[config.mk]
export PLATFORM = sky130hd
export DESIGN_NAME = rv64i_control_unit
export DESIGN_NICKNAME = d
export VERILOG_FILES = /design/src/rtl/rv64i_control_unit_pkg.sv /design/src/rtl/rv64i_control_unit_decoder.sv /design/src/rtl/rv64i_control_unit.sv
export SDC_FILE = /design/constraint.sdc
export NUM_CORES = 1
export LEC_CHECK = 0
export ABC_AREA = 0
export CAP_MARGIN = 20
export CELL_PAD_IN_SITES_DETAIL_PLACEMENT = 0
export CELL_PAD_IN_SITES_GLOBAL_PLACEMENT = 2
export CORE_ASPECT_RATIO = 0.8
export CORE_MARGIN = 10
export CORE_UTILIZATION = 16
export DETAILED_ROUTE_END_ITERATION = 8
export GPL_TIMING_DRIVEN = 1
export PLACE_DENSITY_LB_ADDON = 0.1
export SETUP_SLACK_MARGIN = 0.02
export SLEW_MARGIN = 20
export SYNTH_ARGS = -nofsm -noshare
export SYNTH_HDL_FRONTEND = slang
export SYNTH_SLANG_ARGS = --single-unit
export TNS_END_PERCENT = 50
[constraint.sdc]
create_clock -name clock -period 3.35 [get_ports clock]
set_clock_uncertainty 0.1 [all_clocks]
set_input_delay 0.8375 -clock clock [delete_from_list [all_inputs] [get_ports clock]]
set_output_delay 0.8375 -clock clock [all_outputs]
set_load 0.03 [all_outputs]
[src/rtl/rv64i_control_unit_pkg.sv]
// Shared definitions for the RV64I multicycle control unit: opcodes, FSM states,
// write-back source codes, store byte masks and the decoded selector bundle.
package rv64i_control_unit_pkg;

    localparam logic [6:0] OPC_LOAD      = 7'b0000011;
    localparam logic [6:0] OPC_OP_IMM    = 7'b0010011;
    localparam logic [6:0] OPC_AUIPC     = 7'b0010111;
    localparam logic [6:0] OPC_OP_IMM_32 = 7'b0011011;
    localparam logic [6:0] OPC_STORE     = 7'b0100011;
    localparam logic [6:0] OPC_OP        = 7'b0110011;
    localparam logic [6:0] OPC_LUI       = 7'b0110111;
    localparam logic [6:0] OPC_OP_32     = 7'b0111011;
    localparam logic [6:0] OPC_BRANCH    = 7'b1100011;
    localparam logic [6:0] OPC_JALR      = 7'b1100111;
    localparam logic [6:0] OPC_JAL       = 7'b1101111;

    localparam logic [2:0] F3_ADD_SUB = 3'b000;
    localparam logic [2:0] F3_SLT     = 3'b010;
    localparam logic [2:0] F3_SLTU    = 3'b011;
    localparam logic [2:0] F3_SRL_SRA = 3'b101;

    localparam logic [2:0] F3_BEQ  = 3'b000;
    localparam logic [2:0] F3_BNE  = 3'b001;
    localparam logic [2:0] F3_BLT  = 3'b100;
    localparam logic [2:0] F3_BGE  = 3'b101;
    localparam logic [2:0] F3_BLTU = 3'b110;
    localparam logic [2:0] F3_BGEU = 3'b111;

    localparam logic [7:0] MASK_BYTE   = 8'h01;
    localparam logic [7:0] MASK_HALF   = 8'h03;
    localparam logic [7:0] MASK_WORD   = 8'h0F;
    localparam logic [7:0] MASK_DOUBLE = 8'hFF;

    typedef enum logic [2:0] {
        ST_IDLE,
        ST_FETCH,
        ST_FETCH_WAIT,
        ST_EXECUTE,
        ST_MEM_WAIT,
        ST_WRITEBACK
    } state_t;

    typedef enum logic [1:0] {
        WR_SRC_ALU = 2'b00,
        WR_SRC_MEM = 2'b01,
        WR_SRC_PC4 = 2'b10,
        WR_SRC_IMM = 2'b11
    } wr_src_t;

    typedef struct packed {
        logic       alua_src;
        logic       alub_src;
        logic       aluy_src;
        logic [2:0] alu_src;
        logic       carry_in;
        logic       arithmetic;
        logic       alupc_src;
        logic       pc_src;
        logic [2:0] read_data_src;
        wr_src_t    write_register_src;
    } ctrl_t;

endpackage

[src/rtl/rv64i_control_unit_decoder.sv]
// Combinational instruction decoder: maps opcode/funct fields and ALU flags to
// datapath selectors, branch decision and store byte mask.
module control_decoder
    import rv64i_control_unit_pkg::*;
(
    input  logic [6:0] opcode,
    input  logic [2:0] funct3,
    input  logic [6:0] funct7,
    input  logic       zero,
    input  logic       negative,
    input  logic       carry_out,
    input  logic       overflow,
    output ctrl_t      ctrl,
    output logic [7:0] byte_mask,
    output logic       is_load,
    output logic       is_store,
    output logic       reg_write
);

    logic branch_taken;
    logic unused_funct7;

    assign unused_funct7 = ^{funct7[6], funct7[4:0]};

    always_comb begin
        case (funct3)
            F3_BEQ:  branch_taken = zero;
            F3_BNE:  branch_taken = !zero;
            F3_BLT:  branch_taken = negative ^ overflow;
            F3_BGE:  branch_taken = !(negative ^ overflow);
            F3_BLTU: branch_taken = !carry_out;
            F3_BGEU: branch_taken = carry_out;
            default: branch_taken = 1'b0;
        endcase
    end

    always_comb begin
        ctrl      = '0;
        byte_mask = '0;
        is_load   = 1'b0;
        is_store  = 1'b0;
        reg_write = 1'b0;
        case (opcode)
            OPC_OP, OPC_OP_32: begin
                ctrl.alu_src    = funct3;
                ctrl.arithmetic = funct7[5];
                // Comparisons reuse the subtractor, so they need the +1 carry too.
                ctrl.carry_in   = ((funct3 == F3_ADD_SUB) && funct7[5]) ||
                                  (funct3 == F3_SLT) || (funct3 == F3_SLTU);
                ctrl.aluy_src   = (opcode == OPC_OP_32);
                reg_write       = 1'b1;
            end
            OPC_OP_IMM, OPC_OP_IMM_32: begin
                ctrl.alub_src   = 1'b1;
                ctrl.alu_src    = funct3;
                ctrl.arithmetic = (funct3 == F3_SRL_SRA) && funct7[5];
                ctrl.carry_in   = (funct3 == F3_SLT) || (funct3 == F3_SLTU);
                ctrl.aluy_src   = (opcode == OPC_OP_IMM_32);
                reg_write       = 1'b1;
            end
            OPC_LUI: begin
                ctrl.write_register_src = WR_SRC_IMM;
                reg_write               = 1'b1;
            end
            OPC_AUIPC: begin
                ctrl.alua_src = 1'b1;
                ctrl.alub_src = 1'b1;
                reg_write     = 1'b1;
            end
            OPC_JAL, OPC_JALR: begin
                ctrl.pc_src             = 1'b1;
                ctrl.alupc_src          = (opcode == OPC_JALR);
                ctrl.write_register_src = WR_SRC_PC4;
                reg_write               = 1'b1;
            end
            OPC_LOAD: begin
                ctrl.alub_src           = 1'b1;
                ctrl.write_register_src = WR_SRC_MEM;
                ctrl.read_data_src      = funct3;
                is_load                 = 1'b1;
                reg_write               = 1'b1;
            end
            OPC_STORE: begin
                ctrl.alub_src = 1'b1;
                is_store      = 1'b1;
                case (funct3[1:0])
                    2'b00:   byte_mask = MASK_BYTE;
                    2'b01:   byte_mask = MASK_HALF;
                    2'b10:   byte_mask = MASK_WORD;
                    default: byte_mask = MASK_DOUBLE;
                endcase
            end
            OPC_BRANCH: begin
                ctrl.arithmetic = 1'b1;
                ctrl.carry_in   = 1'b1;
                ctrl.pc_src     = branch_taken;
            end
            default: ;
        endcase
    end

endmodule

[src/rtl/rv64i_control_unit.sv]
// Multicycle FSM for the RV64I core: sequences fetch, execute and data-memory
// access, gating the decoder outputs and the single-cycle PC/register strobes.
module rv64i_control_unit
    import rv64i_control_unit_pkg::*;
(
    input  logic       clock,
    input  logic       reset,
    output logic       instruction_mem_enable,
    input  logic       instruction_mem_busy,
    output logic       data_mem_enable,
    output logic [7:0] data_mem_byte_write_enable,
    input  logic       data_mem_busy,
    input  logic [6:0] opcode,
    input  logic [2:0] funct3,
    input  logic [6:0] funct7,
    input  logic       zero,
    input  logic       negative,
    input  logic       carry_out,
    input  logic       overflow,
    output logic       alua_src,
    output logic       alub_src,
    output logic       aluy_src,
    output logic [2:0] alu_src,
    output logic       carry_in,
    output logic       arithmetic,
    output logic       alupc_src,
    output logic       pc_src,
    output logic       pc_enable,
    output logic [2:0] read_data_src,
    output logic [1:0] write_register_src,
    output logic       write_register_enable
);

    state_t     state;
    state_t     next_state;
    ctrl_t      ctrl;
    logic [7:0] byte_mask;
    logic       is_load;
    logic       is_store;
    logic       reg_write;
    logic       sel_active;

    control_decoder u_decoder (
        .opcode    (opcode),
        .funct3    (funct3),
        .funct7    (funct7),
        .zero      (zero),
        .negative  (negative),
        .carry_out (carry_out),
        .overflow  (overflow),
        .ctrl      (ctrl),
        .byte_mask (byte_mask),
        .is_load   (is_load),
        .is_store  (is_store),
        .reg_write (reg_write)
    );

    always_ff @(posedge clock or negedge reset) begin
        if (!reset) state <= ST_IDLE;
        else        state <= next_state;
    end

    assign sel_active = (state == ST_EXECUTE) || (state == ST_MEM_WAIT) ||
                        (state == ST_WRITEBACK);

    always_comb begin
        next_state                 = state;
        instruction_mem_enable     = 1'b0;
        data_mem_enable            = 1'b0;
        data_mem_byte_write_enable = '0;
        pc_enable                  = 1'b0;
        write_register_enable      = 1'b0;
        alua_src                   = 1'b0;
        alub_src                   = 1'b0;
        aluy_src                   = 1'b0;
        alu_src                    = '0;
        carry_in                   = 1'b0;
        arithmetic                 = 1'b0;
        alupc_src                  = 1'b0;
        pc_src                     = 1'b0;
        read_data_src              = '0;
        write_register_src         = '0;

        // Fields are held stable by the datapath until retirement, so the decode
        // stays valid through MEM_WAIT and WRITEBACK without a local copy.
        if (sel_active) begin
            alua_src           = ctrl.alua_src;
            alub_src           = ctrl.alub_src;
            aluy_src           = ctrl.aluy_src;
            alu_src            = ctrl.alu_src;
            carry_in           = ctrl.carry_in;
            arithmetic         = ctrl.arithmetic;
            alupc_src          = ctrl.alupc_src;
            pc_src             = ctrl.pc_src;
            read_data_src      = ctrl.read_data_src;
            write_register_src = ctrl.write_register_src;
        end

        case (state)
            ST_IDLE: next_state = ST_FETCH;
            ST_FETCH: begin
                instruction_mem_enable = 1'b1;
                next_state             = ST_FETCH_WAIT;
            end
            ST_FETCH_WAIT: begin
                if (!instruction_mem_busy) next_state = ST_EXECUTE;
            end
            ST_EXECUTE: begin
                if (is_load || is_store) begin
                    data_mem_enable            = 1'b1;
                    data_mem_byte_write_enable = byte_mask;
                    next_state                 = ST_MEM_WAIT;
                end else begin
                    pc_enable             = 1'b1;
                    write_register_enable = reg_write;
                    next_state            = ST_FETCH;
                end
            end
            ST_MEM_WAIT: begin
                if (!data_mem_busy) next_state = ST_WRITEBACK;
            end
            ST_WRITEBACK: begin
                pc_enable             = 1'b1;
                write_register_enable = is_load;
                next_state            = ST_FETCH;
            end
            default: next_state = ST_IDLE;
        endcase
    end

endmodule

# ---- Word-level counts from Yosys, hierarchy flattened
# Cells that the tools add are included.
dict set report classes {
  n_addsub 0
  mul 0
  n_div 0
  order_cmp 0
  eq_ne 27
  shift 0
  n_mux 37
  bitwise_logic 1
  n_reduce_logical 21
}
# operator count
set op_table {}
lappend op_table {{== test 7 x 6 -> 1 bit, second input constant} 4}
lappend op_table {{2-to-1 mux 8 bit} 3}
lappend op_table {{one-hot mux 8 bit (3 select lines)} 1}
lappend op_table {{== test 7 x 5 -> 1 bit, second input constant} 3}
lappend op_table {{== test 7 bit, second input constant} 3}
lappend op_table {{== test 3 bit, second input constant} 6}
lappend op_table {{2-to-1 mux 1 bit} 18}
lappend op_table {{2-to-1 mux 3 bit} 6}
lappend op_table {{one-hot mux 3 bit (5 select lines)} 1}
lappend op_table {{== test 3 x 2 -> 1 bit, second input constant} 4}
lappend op_table {{one-hot mux 2 bit (3 select lines)} 2}
lappend op_table {{OR reduction 9 bit} 1}
lappend op_table {{one-hot mux 4 bit (2 select lines)} 1}
lappend op_table {{OR reduction 2 bit} 4}
lappend op_table {{== test 7 x 2 -> 1 bit, second input constant} 1}
lappend op_table {{== test 3 x 1 -> 1 bit, second input constant} 2}
lappend op_table {{logical NOT 3 bit} 2}
lappend op_table {{logical OR 1 bit} 6}
lappend op_table {{one-hot mux 1 bit (2 select lines)} 3}
lappend op_table {{one-hot mux 1 bit (6 select lines)} 1}
lappend op_table {{OR reduction 5 bit} 1}
lappend op_table {{!= test 2 bit, second input constant} 2}
lappend op_table {{logical NOT 1 bit} 3}
lappend op_table {{== test 2 x 1 -> 1 bit, second input constant} 1}
lappend op_table {{other kinds (6)} 7}
dict set report totals {
  reg_bits 3
  latchBits 0
  mem_bits_rw 0
  rom_bits 0
  in_bits 25
  output_inout_bits 27
  n_memories 0
}

# ---- Depth between registers and ports, before layout
# Gate-level depths: netlist (run 1).
dict set report logic_depth {
  depth_word 6
  ltp_mapped 5
  mapped_depth_nobuf 4
}

# ---- By module
# Synthesis (run 1) repeated with hierarchy kept, for this count alone.
dict set report hier_totals {
  cells_unflattened 112
  hier_area_um2 838.3
}
# mod instances cells_each area_per_inst_um2 seq_area_each_um2
set by_module_without_submodules {}
lappend by_module_without_submodules {control_decoder 1 64 495.5 0.0}
lappend by_module_without_submodules {rv64i_control_unit 1 48 342.8 75.1}

# ---- Worst setup path after synthesis (run 1)
# Ideal clock, no wire load.
dict set report synth_path {
  kind {input -> output}
  startpoint {in opcode[4]}
  endpoint {out read_data_src[0]}
  t_arrival_ps 2600
  slack_ps -188
  path_stages 4
  n_path_buf 2
  cell_sequence {buf_4 -> or4b_1 -> buf_2 -> nor4_1}
}
dict set report synth_between {
  elab_chain_cells 3
}
# element line
set synth_lines {}
lappend synth_lines {{from (decl)} rv64i_control_unit.sv:13} ;# input logic [6:0] opcode,
lappend synth_lines {{== test 7 x 2 -> 1 bit} rv64i_control_unit_decoder.sv:43} ;# case (opcode)
lappend synth_lines {{2-to-1 mux 3 bit} rv64i_control_unit_decoder.sv:43}
lappend synth_lines {{2-to-1 mux 3 bit} rv64i_control_unit.sv:86} ;# if (sel_active) begin
lappend synth_lines {{to (decl)} rv64i_control_unit.sv:29} ;# output logic [2:0] read_data_src,
# No other way between the ends.

# ---- Worst setup path in the final report (run 1)
dict set report layout_path {
  startpoint {in opcode[2]}
  endpoint {out read_data_src[2]}
}
# The elaborated chain is that of the path after synthesis.

==> run summary, run 1 <==
Root Buffer - clkbuf_8
CTS Buf Count - 3
Setup CP Type - in2out
CP delay by family, top - simple AND/OR/NAND/NOR gates
Worst-path clk slew - 0.03 ns
GR Overflow Total - 0
Top_reg_cell synth - dfrtp_1
Core ar. - 3830 µm²
Top Ports - 52
Post-synth ARST share - 100%
First-pass GRT wire length - 4.73 mm
Largest register FFs - 3
Synth warn - 0
Top cell type by total area after synthesis - dfrtp_1
Final HPWL DP - 2.37 mm
DRC errors left - 0
Via count - 899
Vias per cell - 4.26
Min-Delay Path Class - reg2reg
Syn nets - 121
Crit path from - opcode[2]
Initial core utilization - 16.8%
Worst-margin pin slew - 0.523 ns
RePlAce Congestion - 0.749
FF+latch count, synth - 3
Max VDD drop - 0.132 mV
Post-synth top area share - 11.7%
Post-synth EDFFs - 0
Vias in the first global route - 1005
Met1 Routed Length - 1.34 mm
Die H - 76.7 µm
Hold_sp - state[2]
CTS tree - done
Buf+Inv Stages, Crit Path - 3
Die area - 6960 µm²
Fin crit period - 3.27 ns
Commonest non-fill, non-tap cell in the layout - buf_4
Startpoint type of the worst setup path - input port
Die width - 90.8 µm
CP max-delay cell - or4b_4
Rel. slew slack - 65.0%
Share of cells above drive strength 1 - 40.4%
Worst-path maximum fanout - 5
Max Cap Viol - 0
Top cells by area, synth - dfrtp_1 12%, buf_4 8.2%, nor3_1 7.0%
Most frequent cells in the layout - 42 x buf_4, 12 x clkdlybuf4s50_1, 9 x nor3_1
Highest Clock Rate - 0.306 GHz
Largest net degree at the start of global routing - 14
Tcrit/Tclk final - 97.5%
Run status - complete, no violations
Leak Pwr - 0.591 nW
TritonRoute pass-1 iters - 4
Worst R2R Start - state[0]
Crit path cell chain - dlygate4sd2_1, nor2_2, or4b_4, buf_8, nor4b_4, buf_6
P&R area growth vs syn - 106%
Met2 WL - 1.23 mm
Critical Path Max Stage Delay - 0.50 ns
Largest regs - state x3
Final Hold Fails - 0
Worst-skew pair later-pin latency - 0.22 ns
CP endpoint kind - primary output
Avg Inst Size Synth - 6.69 µm²
Hold Buf Count CTS - 0
IO Port Bufs - 45
Met3 wire length - 219 µm
Mapped Area - 642 µm²
Antenna fix cells - 0
Final WS setup - 0.0832 ns
CTS sink cnt - 3
Final Util - 34.6%
Finished Layout Cells - 211
WL final - 2.82 mm
H-tree Lvls - 1
Uppermost layer routed - met4
Required @ worst endpoint - 2.41 ns
Reg with most FFs - state
# rows - 20
Initial antenna violation count - 0
Seq/Total Area, Yosys - 11.7%
Worst slack, placed - -0.314 ns
Routed Antenna Nets - 0
RSZ-0062 raised after global routing - yes
Post-synthesis cell type count - 38
Bufs on Longest Clock Path - 2
Per-cell routed wire length - 13.4 µm
Final Max Tran Viols - 0
GRT Total Usage - 7.92%
Inst Count DP - 205
Post-Synthesis Cells - 96
Nets - 182
Power Density - 322 nW/µm²
Setup TNS - 0 ns
Crit path arrival time - 2.33 ns
Setup-failing EPs final - 0
Drt first-iter violations - 21
-- cell families (layout without fill, tap and decap cells) --
| logic type | after synthesis | in the layout | share of synthesized area, % |
|---|---|---|---|
| flops | 3 | 3 | 11.7 |
| buf+inv | 17 | 77 | 14.6 |
| compound gates | 20 | 20 | 20.7 |
| xor+xnor | 5 | 5 | 6.82 |
| simple gates | 51 | 51 | 46.2 |
-- cell usage after synthesis, types with 3 or more instances --
cell / instances
nand2_1: 7
buf_4: 7
nor3_1: 9
nor4_1: 4
xnor2_1: 5
inv_1: 5
nor2_1: 8
and2_1: 3
and3_1: 5
a31oi_1: 3
dfrtp_1: 3
a21oi_1: 6
-- final timing paths --
| kind | endpoint | slack (ns) | cells after the start |
|---|---|---|---|
| min in group asynchronous | state[1] | 0.71 | 1 |
| hold reg to reg | state[1] | 0.40 | 1 |
| setup / recovery | read_data_src[2] | 0.08 | 6 |
| hold / removal | state[1] | 0.40 | 1 |
| max in group asynchronous | state[0] | 2.29 | 1 |
| setup reg to reg | state[0] | 2.14 | 4 |
-- metal layers --
layer / track usage [%] / vias up
li1: - / 463
met1: 9.62 / 398
met2: 12.7 / 34
met3: 2.63 / 4
met4: 2.81 / 0
met5: 0 / -
-- stage by stage --
step                      area, µm²  total power, mW  hold WS, ns
after floorplan                 642            0.220        0.356
after global placement         1180            0.314        0.397
after detailed placement       1180            0.316        0.398
after CTS                      1320            0.432        0.408
after global routing           1320            0.460        0.429
final                          1320            0.427        0.402
-- timing repair --
action,4_1_cts,5_1_grt
resized for setup,24,1
setup buffers,2,0
pin swaps,5,0
setup endpoints to repair,15,3
-- cell type report --
cell class | count | area [µm²]
Multi-Input combinational cell | 76 | 543
Clock buffer | 4 | 45.0
Sequential cell | 3 | 75.1
Fill cell | 436 | 2500
Tap cell | 55 | 68.8
Inverter | 6 | 22.5
Timing Repair Buffer | 67 | 569
-- power breakdown --
part           total, mW  internal (mW)  switching [mW]
combinational      0.244          0.107           0.137
sequential        0.0782         0.0495          0.0286
clock              0.105         0.0811          0.0237
total              0.427          0.238           0.189
Power figures use the tool's default switching activity.
==> run 2, diff against run 1 <==
--- a/config.mk
+++ b/config.mk
@@ -15,6 +15,7 @@
 export DETAILED_ROUTE_END_ITERATION = 8
 export GPL_TIMING_DRIVEN = 1
 export PLACE_DENSITY_LB_ADDON = 0.1
+export REMOVE_ABC_BUFFERS = 1
 export SETUP_SLACK_MARGIN = 0.02
 export SLEW_MARGIN = 20
 export SYNTH_ARGS = -nofsm -noshare
==> run summary, run 2 (synthesis gave the netlist of run 1 again) <==
Power Density - 327 nW/µm² (+1.5%)
Largest register FFs - 3 (unchanged)
Max VDD drop - 0.155 mV (+17%)
Final Hold Fails - 0 (unchanged)
TritonRoute pass-1 iters - 4 (unchanged)
Final instance area - 1310 µm² (-0.95%)
Tcrit/Tclk final - 97.1% (-0.42 points)
Max Cap Viol - 0 (unchanged)
Vias in the first global route - 974 (-3.1%)
Nets - 181 (-0.55%)
Logic pwr share - 57.0% (about the same)
NetSw - 0.192 mW (+1.4%)
Run status - complete, no violations
CTS Buf Count - 3 (unchanged)
Switching Fraction - 44.7% (+0.40 points)
Most frequent cells in the layout - 41 x buf_4, 12 x clkdlybuf4s50_1, 9 x nor3_1
Min-Delay Path Class - reg2reg
IO Port Bufs - 45 (unchanged)
Reg with most FFs - state
Rel. slew slack - 63.4% (-1.6 points)
H-tree Lvls - 1 (unchanged)
RSZ-0062 raised after global routing - yes
Startpoint type of the worst setup path - input port
Fin crit period - 3.25 ns (-0.0140 ns)
Routed Antenna Nets - 0 (unchanged)
Hold Buf Count CTS - 0 (unchanged)
Crit path arrival time - 2.32 ns (about the same)
Buf+Inv Stages, Crit Path - 3 (unchanged)
Placed inst area - 1170 µm² (-0.64%)
Required @ worst endpoint - 2.41 ns (about the same)
Setup TNS - 0 ns (unchanged)
Leak Pwr - 0.589 nW (-0.34%)
CP endpoint kind - primary output
Vias per cell - 4.32 (+1.4%)
Initial core utilization - 16.8% (unchanged)
CP max-delay cell - or4b_4
CP delay by family, top - simple AND/OR/NAND/NOR gates
P&R area growth vs syn - 104%
Largest net degree at the start of global routing - 14 (unchanged)
Final HPWL DP - 2.39 mm (+0.94%)
Worst-skew pair later-pin latency - 0.21 ns (about the same)
Clock share of power - 24.4% (-0.2 points)
DRC errors left - 0 (unchanged)
Core ar. - 3830 µm² (unchanged)
Crit path cell chain - dlygate4sd2_1, nor2_2, or4b_4, buf_8, nor4_4, buf_6
Root Buffer - clkbuf_8
Per-cell routed wire length - 13.9 µm (+4.3%)
CTS tree - done
# rows - 20 (unchanged)
Die area - 6960 µm² (unchanged)
Worst-margin pin slew - 0.547 ns (+0.0241 ns)
Largest regs - state x3
Total power - 0.429 mW (+0.53%)
Fillers - 422 (-3.2%)
Share of cells above drive strength 1 - 40.0% (-0.38 points)
GR Overflow Total - 0 (unchanged)
First-pass GRT wire length - 4.82 mm (+1.9%)
Via count - 907 (+0.89%)
WL final - 2.93 mm (+3.8%)
Pint - 0.237 mW (-0.19%)
Die width - 90.8 µm (unchanged)
Critical Path Max Stage Delay - 0.50 ns (about the same)
GRT Total Usage - 8.16% (+0.24 points)
Initial antenna violation count - 0 (unchanged)
Reg power frac - 18.6% (+0.3 points)
Bufs on Longest Clock Path - 2 (unchanged)
Antenna fix cells - 0 (unchanged)
Setup CP Type - in2out
Drt first-iter violations - 38 (+81%)
Worst-path maximum fanout - 5 (unchanged)
Final Max Tran Viols - 0 (unchanged)
Highest Clock Rate - 0.307 GHz (+0.43%)
RePlAce Congestion - 0.772 (+3.1%)
CTS sink cnt - 3 (unchanged)
Top Ports - 52 (unchanged)
Commonest non-fill, non-tap cell in the layout - buf_4
Setup-failing EPs final - 0 (unchanged)
Die H - 76.7 µm (unchanged)
Worst-path clk slew - 0.03 ns (about the same)
[run 2: cell count changes in the layout (fill, tap and decap cells not counted), sizes merged]
cell,delta
buf,-1
[run 2: final timing paths]
kind	startpoint	to	slack (ns)	cells after the start
min reg2reg	state[2]	state[1]	0.41	1
min in group asynchronous	reset	state[1]	0.71	1
max in group asynchronous	reset	state[2]	2.30	1
max	opcode[2]	read_data_src[0]	0.1	6
max reg2reg	state[0]	state[0]	2.17	4
min	state[2]	state[1]	0.41	1
[run 2: routing by layer]
metal | wire length, µm | up-vias | global-route usage, % | part of all wire [%]
li1 | - | 464 | - | -
met1 | 1370 | 413 | 10.1 | 47
met3 | 218 | 2 | 2.63 | 7.4
met2 | 1320 | 28 | 13.2 | 45
met5 | 0 | - | 0 | 0
met4 | 21 | 0 | 2.34 | 0.72
[run 2: what timing repair did]
item / CTS / global route
endpoints found under the hold margin: 0 / 0
resized for setup: 23 / 2
endpoints found under the setup margin: 15 / 3
buffers inserted: 2 / 0
pin swaps: 5 / 0
gates cloned: 0 / 0
[run 2: power by group through the flow]
stage | Clock [mW] | Sequential, mW | Combinational, mW
6_report | 0.104 | 0.0799 | 0.245
5_1_grt | 0.108 | 0.0822 | 0.270
4_1_cts | 0.106 | 0.0789 | 0.248
3_5_place_dp | 0 | 0.0794 | 0.239
3_3_place_gp | 0 | 0.0790 | 0.236
2_1_floorplan | 0 | 0.0708 | 0.132
[run 2: per-stage QoR]
| stage | utilization [%] | hold slack [ns] | cells | setup WS [ns] |
|---|---|---|---|---|
| finish | 34.2 | 0.408 | 210 | 0.0972 |
| global route | 34.2 | 0.434 | 210 | 0.00185 |
| CTS | 34.2 | 0.409 | 210 | 0.0485 |
| detailed placement | 30.6 | 0.406 | 204 | -0.310 |
| global placement | 30.6 | 0.397 | 204 | -0.318 |
| floorplan | - | 0.356 | 85 | -0.222 |
[run 2: area by class of cell]
cell class,count,area [µm²],share of cell area (%)
sequential,3,75.1,5.73
clock buffer,4,45.0,3.44
timing repair buffer,66,562,42.8
tap,55,68.8,5.25
multi-input combinational,76,538,41.0
inverter,6,22.5,1.72
==> RTL edit 1, RTL diff (settings of run 2) <==
Register the output `write_register_src`, without a reset; this adds one clock of latency there. The other outputs are not delayed to match.
--- a/src/rtl/rv64i_control_unit.sv
+++ b/src/rtl/rv64i_control_unit.sv
@@ -30,6 +30,8 @@
     output logic [1:0] write_register_src,
     output logic       write_register_enable
 );
+
+    logic [1:0] write_register_src_d;
 
     state_t     state;
     state_t     next_state;
@@ -79,7 +81,7 @@
         alupc_src                  = 1'b0;
         pc_src                     = 1'b0;
         read_data_src              = '0;
-        write_register_src         = '0;
+        write_register_src_d       = '0;
 
         // Fields are held stable by the datapath until retirement, so the decode
         // stays valid through MEM_WAIT and WRITEBACK without a local copy.
@@ -93,7 +95,7 @@
             alupc_src          = ctrl.alupc_src;
             pc_src             = ctrl.pc_src;
             read_data_src      = ctrl.read_data_src;
-            write_register_src = ctrl.write_register_src;
+            write_register_src_d = ctrl.write_register_src;
         end
 
         case (state)
@@ -128,5 +130,9 @@
         endcase
     end
 
+    always_ff @(posedge clock) begin
+        write_register_src <= write_register_src_d;
+    end
+
 endmodule
 
Formal check against the unedited RTL: not equivalent (Yosys sat finds a counterexample within 4 cycles, from zero or initial values and one cycle with reset low).
==> RTL edit 1 against run 2 <==
- routed wire length fell by 0.27%
- power rose by 7.7%
- register-to-register slack got worse by 0.68 ns
- design area rose by 6.7%
- worst setup slack got worse by 0.016 ns
- combinational power rose by 3%
- synthesized area rose by 3.3%
- sequential cell count rose by 2
- count of clock-buffer cells in the layout did not move
- fmax fell by 0.49%
- critical endpoint is now read_data_src[1]
==> RTL edit 1: results (changes against run 2) <==
Power Dens Cells=330 nW/um^2 (+0.93%); first-pass GRT wire length=4750 um (-1.6%); ranking of synthesized cells by area=dfrtp_1, xnor2_1, dfxtp_1; vias in the first global route=942 (-3.3%); Post-Route WL=2920 um (-0.27%); routed vias=891 (-1.8%); max incr delay on CP=0.44 ns (-0.06 ns); Synth Area in XOR/XNOR=0.0660 (-0.00219); Synth Instances=93 (-3.1%); share of layout cells above drive strength 1=0.439 (+0.0387); DR iter-0 viols=24 (-37%); sequential-to-total area share from yosys stat=0.174 (+0.0566); fraction of registers with async set/reset=0.600 (-0.400); vias per inst=4.24 (-1.8%); detailed placement HPWL=2450 um (+2.2%); largest net degree at the start of global routing=11 (-3); Comb group=0.253 mW (+3%); library cells used by synthesis=42 (+11%); status=complete, no violations; top cells by count, synth=nor2_1, a21oi_1, nor3_1; Worst slew margin=0.598 (-0.0361); H-tree levels=1 (unchanged); FILL cells=455 (+7.8%); VDD IR max=223 uV (+44%); compound-gate portion of the synthesized area=0.192 (-0.0142); Regs by FF count=state: 3 flops, write_register_src: 2 flops; drt pass-1 iters=3 (-1); GR Util All Layers=0.0797 (-0.00192); multiplexer share of the synthesized area=0.0151 (+0.0151); Slowest-stage cell, CP=or4_4; sw power=0.198 mW (+3.4%); GPL Wtd Cong=0.750 (-2.8%)
==> RTL edit 1: cell types whose count changed after synthesis, sizes merged, moves of 2 or more <==
cell,before,now
clkbuf,2,5
o21a,0,2
or2,0,2
buf,9,6
inv,6,4
or3,1,3
a31oi,3,1
dfxtp,0,2
nor3,9,6
nand2,7,4
==> RTL edit 1: final timing paths <==
path                            from               endpoint  slack [ns]  cells after the start
setup / recovery           opcode[3]       read_data_src[1]        0.08                      6
hold / removal              state[2]               state[1]        0.41                      1
setup reg to reg            state[1]  write_register_src[1]        1.49                      5
hold reg to reg             state[2]               state[1]        0.41                      1
max in group asynchronous      reset               state[1]        2.31                      1
min in group asynchronous      reset               state[2]        0.70                      1
==> RTL edit 1: area by class of cell <==
type,count,share of cell area
clock buffers,4,0.0322
inverters,4,0.0107
multi-input cells,73,0.389
flip-flops and latches,5,0.0823
well taps,55,0.0492
repair buffers,69,0.436
==> RTL edit 1: metal layers <==
layer | up-vias | wire, um | track usage
met5 | - | 0 | 0
met1 | 401 | 1530 | 0.111
met3 | 0 | 186 | 0.0260
li1 | 461 | - | -
met2 | 29 | 1200 | 0.119
met4 | 0 | 0 | 0.00923
==> RTL edit 1: logic make-up after synthesis <==
logic type             count (synthesis)
multiplexers                           1
AND/OR/NAND/NOR                       48
buffers and inverters                 15
flip-flops                             5
AO/OA/AOI/OAI                         19
XOR/XNOR                               5
==> RTL edit 1: through the flow <==
stage	setup TNS, ns	instance area (um^2)
global placement	-3.50	1240
floorplan	-2.39	598
CTS	0	1360
detailed placement	-3.56	1240
global route	0	1400
finish	0	1400
==> RTL edit 1: what timing repair did <==
action,CTS,global route
endpoints found under the setup margin,17,6
resized for setup,27,9
setup buffers,1,1
pin swaps,5,2
cloned,0,0
==> RTL edit 2, RTL diff (config.mk and constraints of run 2) <==
Without the edit above. Encoding of `state_t`: now one-hot (6 bits for 6 states).
--- a/src/rtl/rv64i_control_unit_pkg.sv
+++ b/src/rtl/rv64i_control_unit_pkg.sv
@@ -31,13 +31,13 @@
     localparam logic [7:0] MASK_WORD   = 8'h0F;
     localparam logic [7:0] MASK_DOUBLE = 8'hFF;
 
-    typedef enum logic [2:0] {
-        ST_IDLE,
-        ST_FETCH,
-        ST_FETCH_WAIT,
-        ST_EXECUTE,
-        ST_MEM_WAIT,
-        ST_WRITEBACK
+    typedef enum logic [5:0] {
+        ST_IDLE       = 6'b000001,
+        ST_FETCH      = 6'b000010,
+        ST_FETCH_WAIT = 6'b000100,
+        ST_EXECUTE    = 6'b001000,
+        ST_MEM_WAIT   = 6'b010000,
+        ST_WRITEBACK  = 6'b100000
     } state_t;
 
     typedef enum logic [1:0] {
Function: same outputs for any inputs over 10 cycles, from zero or initial values and one cycle with reset low; not proved beyond that.
==> RTL edit 2 against run 2 <==
- sequential cell count up 3
- register-to-register slack worse by 0.60 ns
- power up 4.0%
- synthesized area up 24%
- global-route usage down 0.38 points
- routed wire length up 16%
- worst setup slack worse by 0.010 ns
- design area up 13%
==> RTL edit 2: results (changes against run 2) <==
H-tree levels=1 (unchanged); routed vias=992 (+9.4%); Hold Path End=state[1]; first-pass GRT wire length=5510 um (+14%); area post-placement=1350 um^2 (+15%); routed len/inst=15.4 um (+10%); ranking of synthesized cells by area=dfrtp_1, nor3_1, buf_4; share of layout cells above drive strength 1=0.381 (-0.0188); vias per inst=4.51 (+4.4%); vias in the first global route=1098 (+13%); Setup WS pre-CTS=-0.0816 ns (+0.228 ns); hold slack=0.541 ns (+0.133 ns); path depth of the worst reg2reg path=4 (unchanged); GR Util All Layers=0.0779 (-0.00376); FF-to-FF End=state[0]; GPL Wtd Cong=0.728 (-5.7%); antenna cells=0 (unchanged); FF-to-FF Start=state[5]; Synth Warn #=0 (unchanged); worst hold path cell count=1 (unchanged); top cells by count, synth=nor3_1, inv_1, nand2_1; Port-buffer cells=45 (unchanged); Synth Instances=102 (+6.3%); Regs by FF count=state: 6 flops; Reg2Reg Setup Slack=1.57 ns (-0.60 ns); largest net degree at the start of global routing=11 (-3); seq pwr=0.141 mW (+76%); P_clk=0.112 mW (+8%); library cells used by synthesis=44 (+16%); fin util=0.315 (-0.0272); net count reported at finish=186 (+2.8%); sequential-to-total area share from yosys stat=0.190 (+0.0733); FILL cells=494 (+17%); WP data arrival=2.33 ns; VDD IR max=185 uV (+19%); detailed placement HPWL=2890 um (+21%); static leakage=0.694 nW (+18%); DR iter-0 viols=39 (+2.6%); sw power=0.163 mW (-15%); worst-margin pin slew=0.415 ns (-0.132 ns); worst-path maximum fanout=4 (-1); status=complete, no violations; Hold Startpoint=state[1]; Cells after DPL=215 (+5.4%)
==> RTL edit 2: metrics by stage <==
step	power, mW	TNS (ns)
global route	0.482	0
finish	0.446	0
detailed placement	0.337	-0.159
global placement	0.334	-0.0512
CTS	0.452	0
floorplan	0.252	-9.65
==> RTL edit 2: layout make-up <==
class | count | area share
multi-input cells | 81 | 0.417
clock buffers | 4 | 0.0304
repair buffers | 61 | 0.379
flip-flops and latches | 6 | 0.102
inverters | 8 | 0.0202
well taps | 60 | 0.0506
==> RTL edit 2: repair_timing <==
item                       in CTS  in global routing
gates resized for setup         3                 19
buffers inserted                1                  0
setup endpoints to repair       7                 19
pin swaps                       0                  6
==> RTL edit 2: cells by family after synthesis <==
group	count (synthesis)	synth area share
DFF	6	0.190
buffers and inverters	15	0.0943
AOI/OAI and AO/OA	19	0.178
and+or+nand+nor	55	0.437
xor gates and xnor gates	5	0.0739
muxes	2	0.0267
==> RTL edit 2: worst max-delay path, cell delays in order <==
cell and delay [ns]:
clkdlybuf4s50_1 0.50, xor2_1 0.19, o2bb2a_1 0.30, a311oi_1 0.28, buf_4 0.21
==> RTL edit 2: worst max-delay path by stage <==
stage	slack, ns	cells past startpoint	from	endpoint
after global placement	-0.03	6	opcode[1]	data_mem_byte_write_enable[3]
after detailed placement	-0.08	6	opcode[0]	data_mem_byte_write_enable[3]
after floorplan	-2.32	3	opcode[2]	data_mem_byte_write_enable[4]
after global routing	0.04	5	funct3[0]	pc_src
final	0.09	5	funct3[0]	pc_src
after CTS	0.02	5	opcode[5]	carry_in
==> RTL edit 2: metal layers <==
| metal | wire [um] | GRT usage |
|---|---|---|
| met3 | 194 | 0.0215 |
| met2 | 1500 | 0.118 |
| met4 | 0 | 0.00776 |
| met1 | 1690 | 0.109 |
| met5 | 0 | 0 |
